### src/rtl/fetch_unit_pkg.sv
// rtl/fetch_unit_pkg.sv - shared PC-select codes and FSM state encoding for the fetch unit
package fetch_unit_pkg;

    localparam logic [1:0] PCSEL_OFFSET = 2'b00;
    localparam logic [1:0] PCSEL_TARGET = 2'b01;
    localparam logic [1:0] PCSEL_REG    = 2'b10;
    localparam logic [1:0] PCSEL_MEM    = 2'b11;

    typedef enum logic [1:0] {
        IDLE  = 2'b00,
        FETCH = 2'b01,
        EXEC  = 2'b10
    } state_t;

endpackage

### src/rtl/fetch_unit_next_pc_calc.sv
// rtl/fetch_unit_next_pc_calc.sv - combinational branch decision and redirect target mux
module next_pc_calc
    import fetch_unit_pkg::*;
(
    input  logic [31:0] pc,
    input  logic [25:0] imm26,
    input  logic        is_jump,
    input  logic        zero_branch,
    input  logic        need_zero,
    input  logic        status_branch,
    input  logic        need_st_Z,
    input  logic [1:0]  pc_select,
    input  logic        alu_zero,
    input  logic        status_z,
    input  logic [31:0] reg_target,
    input  logic [31:0] mem_target,
    output logic        taken,
    output logic [31:0] seq,
    output logic [31:0] target
);

    assign seq   = pc + 32'd4;
    assign taken = is_jump
                 | (zero_branch   & (alu_zero == need_zero))
                 | (status_branch & (status_z == need_st_Z));

    // Redirect target; register and memory targets are word-aligned by masking the low bits
    always_comb begin
        target = seq;
        unique case (pc_select)
            PCSEL_OFFSET: target = seq + {{14{imm26[15]}}, imm26[15:0], 2'b00};
            PCSEL_TARGET: target = {seq[31:28], imm26, 2'b00};
            PCSEL_REG:    target = reg_target & 32'hFFFF_FFFC;
            PCSEL_MEM:    target = mem_target & 32'hFFFF_FFFC;
        endcase
    end

endmodule

### src/rtl/fetch_unit.sv
// rtl/fetch_unit.sv - PC register, status Z flag and IDLE/FETCH/EXEC fetch FSM (option: DELAY_SLOT_EN)
module fetch_unit
    import fetch_unit_pkg::*;
#(
    parameter logic [31:0] RESET_PC = 32'h0000_0000,
    parameter int          ADDR_W   = 32
) (
    input  logic              clk,
    input  logic              rst_n,
    output logic              imem_req,
    output logic [ADDR_W-1:0] imem_addr,
    input  logic              imem_ack,
    input  logic [31:0]       imem_rdata,
    output logic [31:0]       instruction,
    output logic              instr_valid,
    output logic [ADDR_W-1:0] pc,
    output logic [ADDR_W-1:0] link_addr,
    input  logic              is_jump,
    input  logic              zero_branch,
    input  logic              need_zero,
    input  logic              status_branch,
    input  logic              need_st_Z,
    input  logic [1:0]        pc_select,
    input  logic              alu_zero,
    input  logic [31:0]       reg_target,
    input  logic [31:0]       mem_target,
    input  logic              status_we,
    input  logic              status_z_in,
    input  logic              exec_stall,
    output logic              status_z
);

    state_t      state;
    state_t      state_nxt;
    logic        taken;
    logic [31:0] seq;
    logic [31:0] target;
    logic [31:0] pc_update;
    logic        exec_done;

    next_pc_calc u_next_pc_calc (
        .pc            (pc),
        .imm26         (instruction[25:0]),
        .is_jump       (is_jump),
        .zero_branch   (zero_branch),
        .need_zero     (need_zero),
        .status_branch (status_branch),
        .need_st_Z     (need_st_Z),
        .pc_select     (pc_select),
        .alu_zero      (alu_zero),
        .status_z      (status_z),
        .reg_target    (reg_target),
        .mem_target    (mem_target),
        .taken         (taken),
        .seq           (seq),
        .target        (target)
    );

    assign exec_done = (state == EXEC) && !exec_stall;
    assign imem_addr = pc;

`ifdef DELAY_SLOT_EN
    logic        pending_valid;
    logic [31:0] pending_target;

    // The delay-slot instruction always falls through; a branch inside it is ignored
    assign pc_update = pending_valid ? pending_target : seq;
    assign link_addr = pc + 32'd8;

    // Capture a taken redirect so it lands after the delay slot; reset drops it
    always_ff @(posedge clk or negedge rst_n) begin
        if (!rst_n) begin
            pending_valid  <= 1'b0;
            pending_target <= '0;
        end else if (exec_done) begin
            pending_valid  <= !pending_valid && taken;
            pending_target <= target;
        end
    end
`else
    assign pc_update = taken ? target : seq;
    assign link_addr = seq;
`endif

    // FSM state register
    always_ff @(posedge clk or negedge rst_n) begin
        if (!rst_n) begin
            state <= IDLE;
        end else begin
            state <= state_nxt;
        end
    end

    // Next-state and handshake outputs
    always_comb begin
        state_nxt   = state;
        imem_req    = 1'b0;
        instr_valid = 1'b0;
        unique case (state)
            IDLE: begin
                state_nxt = FETCH;
            end
            FETCH: begin
                imem_req = 1'b1;
                if (imem_ack) begin
                    state_nxt = EXEC;
                end
            end
            EXEC: begin
                instr_valid = 1'b1;
                if (!exec_stall) begin
                    state_nxt = FETCH;
                end
            end
            default: begin
                state_nxt = IDLE;
            end
        endcase
    end

    // Instruction latch, PC and Z flag; branch evaluation sees the Z value before this write
    always_ff @(posedge clk or negedge rst_n) begin
        if (!rst_n) begin
            pc          <= RESET_PC;
            instruction <= '0;
            status_z    <= 1'b0;
        end else begin
            if ((state == FETCH) && imem_ack) begin
                instruction <= imem_rdata;
            end
            if (exec_done) begin
                pc <= pc_update;
                if (status_we) begin
                    status_z <= status_z_in;
                end
            end
        end
    end

endmodule

### config.mk
export PLATFORM = sky130hd
export DESIGN_NAME = fetch_unit
export DESIGN_NICKNAME = d
export VERILOG_FILES = /design/src/rtl/fetch_unit_pkg.sv /design/src/rtl/fetch_unit_next_pc_calc.sv /design/src/rtl/fetch_unit.sv
export SDC_FILE = /design/constraint.sdc
export NUM_CORES = 1
export LEC_CHECK = 0
export BUFFER_PORTS_ARGS = -buffer_cell sky130_fd_sc_hd__clkbuf_2
export CAP_MARGIN = 15
export CORE_MARGIN = 1
export CORE_UTILIZATION = 50
export DETAILED_ROUTE_END_ITERATION = 8
export PLACE_DENSITY = 0.88
export SYNTH_ARGS = -nofsm -noshare
export SYNTH_HDL_FRONTEND = slang
export SYNTH_SLANG_ARGS = --single-unit
### constraint.sdc
create_clock -name clk -period 4.4 [get_ports clk]
set_input_delay 0.22 -clock clk [delete_from_list [all_inputs] [get_ports clk]]
set_output_delay 0.22 -clock clk [all_outputs]
set_load 0.02 [all_outputs]
==> reports/results.tsv <==
stage	metric	value	unit
status	status	complete, but fails checks	
status	violations	hold timing	
route	remaining_drc_errors	0	
yosys	synth_sequential_area_ratio	26.39	%
global_route	grt_pass1_wl	29730	µm
floorplan	die_w	113.0	µm
yosys	synthesis.area	6165	µm²
power	internal_power	3456	µW
placement	port-buffer-count	230	
sta	fin_setup_tns	0	ns
sta	max_freq	243.7	MHz
power	clockPowerShare	11.3	%
finish	instances_no_fill	1007	
clock_tree	cts.repair.resized	0	
floorplan	core_area	12010	µm²
power	max-vdd-ir-drop	0.0004292	V
sta	setup_viol	0	
clock_tree	cts_sinks	65	
floorplan	floorplan.initialDensity	51.32	%
clock_tree	holdBufCountCts	0	
sta	period_minus_slack	4.104	ns
finish	antenna_cells	0	
route	totalWireLength	18950	µm
global_route	grt_max_degree	66	
setup_path	startpoint_type	flip-flop	
global_route	grtUsageTotal	30.36	%
yosys	ys_ff_latch	65	
sta	hold_violations	10	
power	p_switching	3722	µW
floorplan	dieArea	12780	µm²
sta	skew	0.008131	ns
clock_tree	h-tree-depth	3	
floorplan	die_h	113.0	µm
sta	slew_headroom	37.66	%
route	via_per_inst	6.013	
sta	rsz0062_at_grt	no	
floorplan	num_rows	40	
yosys	synth_cell_types	77	
sta	hold_slack	-0.02190	ns
placement	dp_hpwl	14400	µm
min_path	hp-class	input port to async pin	
power	swShare	51.85	%
clock_tree	clk_path_buf_depth	2	
setup_path	arrival	4.34	ns
finish	areaGrowthSynthToFinish	21.51	%
floorplan	ios	241	
placement	place_ws	0.3605	ns
clock_tree	clk-insertion-delay-late	0.35	ns
yosys	syn_inst	664	
clock_tree	cts_setup_buffers	0	
yosys	synthTopCellsByArea	dfrtp_1 26%, ha_1 7.3%, mux2_2 7.3%, mux4_2 6.9%, xnor2_1 4.8%	
setup_path	critPathRequiredTime	4.63	ns
global_route	grt_pass1_vias	5753	
global_route	grt_antenna_before_repair	0	
setup_path	startpoint	imem_addr[3]$_DFFE_PN0P_	
finish	postLayoutCoreUtil	62.36	%
yosys	yosysWarnings	0	
setup_path	criticalPathCategory	flip-flop to flip-flop	
placement	routabilityCongestion	0.9314	
setup_path	worstPathMaxFanout	6	
route	dr.first_iter.drc_count	503	
clock_tree	root_buffer	clkbuf_16	
power	pwr-share-comb	69.3	%
yosys	yosysTopAreaCell	dfrtp_1	
global_route	grt-ovfl-total	0	
sta	slew_violations	0	
sta	finalCritPeriodShare	93.27	%
placement	dp.cells	992	
route	num_vias	6055	
yosys	synth_top_area_share	26.39	%
clock_tree	tritoncts	built	
power	power.density	958.3	nW/µm²
finish	fin_nets	1003	
yosys	ys_async_sr_fraction	100.0	%
route	first_pass_iters	5	
finish	layout_common_cells	229 x clkbuf_2, 65 x dfrtp_1, 52 x nor2_1, 50 x a21oi_1, 49 x nand2_1	
job	drv_cap	0	
finish	layout-drive-gt1-share	40.12	%
clock_tree	cts_buffers	9	
route	ant_nets	0	
power	p_total	7179	µW
power	leakage	0.003616	µW
setup_path	endpoint_kind	flip-flop	
sta	worstMarginPinSlew	0.9351	ns
sta	finalWorstSetupSlack	0.2963	ns
power	power_frac_seq	19.4	%
yosys	yosys_most_used_dff	dfrtp_1	
clock_tree	clk_pin_slew_worst_paths	0.06	ns
yosys	synth_area_per_cell	9.284	µm²
yosys	synth_edf_count	0	
finish	final_common_cell	clkbuf_2	
setup_path	reg2reg_from	imem_addr[3]$_DFFE_PN0P_	
route	wl_per_cell	18.82	µm
area by class of cell:
type	instances	area, µm²
Clock inverter	2	60.06
Tap cell	147	183.9
Inverter	12	45.04
Fill cell	1039	4521
Timing Repair Buffer	240	1229
Multi-Input combinational cell	528	4076
Clock buffer	13	270.3
Sequential cell	65	1627
synthesized netlist by cell type (all sizes together) (2+ instances only):
library cell  count
a21oi            53
a221oi            7
o211ai            2
o21a              2
nor2             53
or2               4
and2              2
inv              12
o2111ai           2
xor2             21
mux2i             7
nor3             10
ha               36
o21ai            50
dfrtp            65
a211o             2
nand3b            2
a211oi            4
nand3            24
clkbuf           23
a22oi             9
mux2             40
o21bai            3
a21o             15
nor2b             7
xnor2            35
o32ai             2
nand2b            2
o22ai             6
and3             11
a31oi            11
o31a              2
buf              41
mux4             19
nand4             9
nand2            49
and4              5
power groups by stage:
stage	clock, µW	combinational (µW)	sequential [µW]
floorplan	0	3480	1610
global placement	0	4830	1380
detailed placement	0	4920	1400
CTS	818	4950	1390
global route	841	5400	1450
finish	809	4980	1390
path summary, 6_finish.rpt:
path | to | slack (ns) | cells past startpoint
max reg2reg | imem_addr[24]$_DFFE_PN0P_ | 0.30 | 15
min | instruction[2]$_DFFE_PN0P_ | -0.02 | 1
min reg2reg | instruction[28]$_DFFE_PN0P_ | 0.51 | 1
min in group clk | instruction[4]$_DFFE_PN0P_ | 0.10 | 2
max | imem_addr[24]$_DFFE_PN0P_ | 0.30 | 15
max in group asynchronous | imem_addr[17]$_DFFE_PN0P_ | 3.85 | 1
layer usage:
layer  routed length (µm)  track usage (%)  vias to the layer above  part of all wire, %
met5                    0                0                        -                    0
met2                 9027            49.45                      319                   48
met1                 7976            39.60                     2880                   42
li1                     -                -                     2806                    -
met3                 1429            6.427                       50                  7.5
met4                  521            11.84                        0                  2.7
cells by family (layout without fill, tap and decap cells):
| group | after synthesis | after routing | share of synthesized area [%] |
|---|---|---|---|
| other cells | 1 | 6 | 0.06083 |
| compound gates | 181 | 181 | 19.53 |
| mux | 66 | 66 | 15.38 |
| simple gates | 182 | 182 | 14.98 |
| buf+inv | 76 | 267 | 7.834 |
| fa+ha+maj | 37 | 37 | 7.631 |
| flops | 65 | 65 | 26.39 |
| xor+xnor | 56 | 56 | 8.200 |
state kept, by name, indices dropped and copies added (netlist names):
signal / flops
instruction: 32
imem_addr: 30
state: 2
status_z: 1
worst max-delay path: stages, from the launching register on:
cell and delay, ns:
dfrtp_1 0.42, ha_1 0.29, and3_1 0.22, nand3_2 0.14, or2_1 0.41, xnor2_1 0.27, ha_1 0.32, and2_1 0.20
and3_1 0.22, a221oi_4 0.32, a21oi_4 0.12, o21ai_2 0.22, o21ai_2 0.07, xnor2_1 0.13, mux4_2 0.44, a21o_1 0.19
metrics by stage:
stage          instance area (µm²)  hold slack [ns]
2_1_floorplan                 6183         -0.07559
3_3_place_gp                  7161           0.3833
3_5_place_dp                  7161           0.3871
4_1_cts                       7491          0.01854
5_1_grt                       7491          0.05150
6_report                      7491         -0.02190
Power figures use the tool's default switching activity.
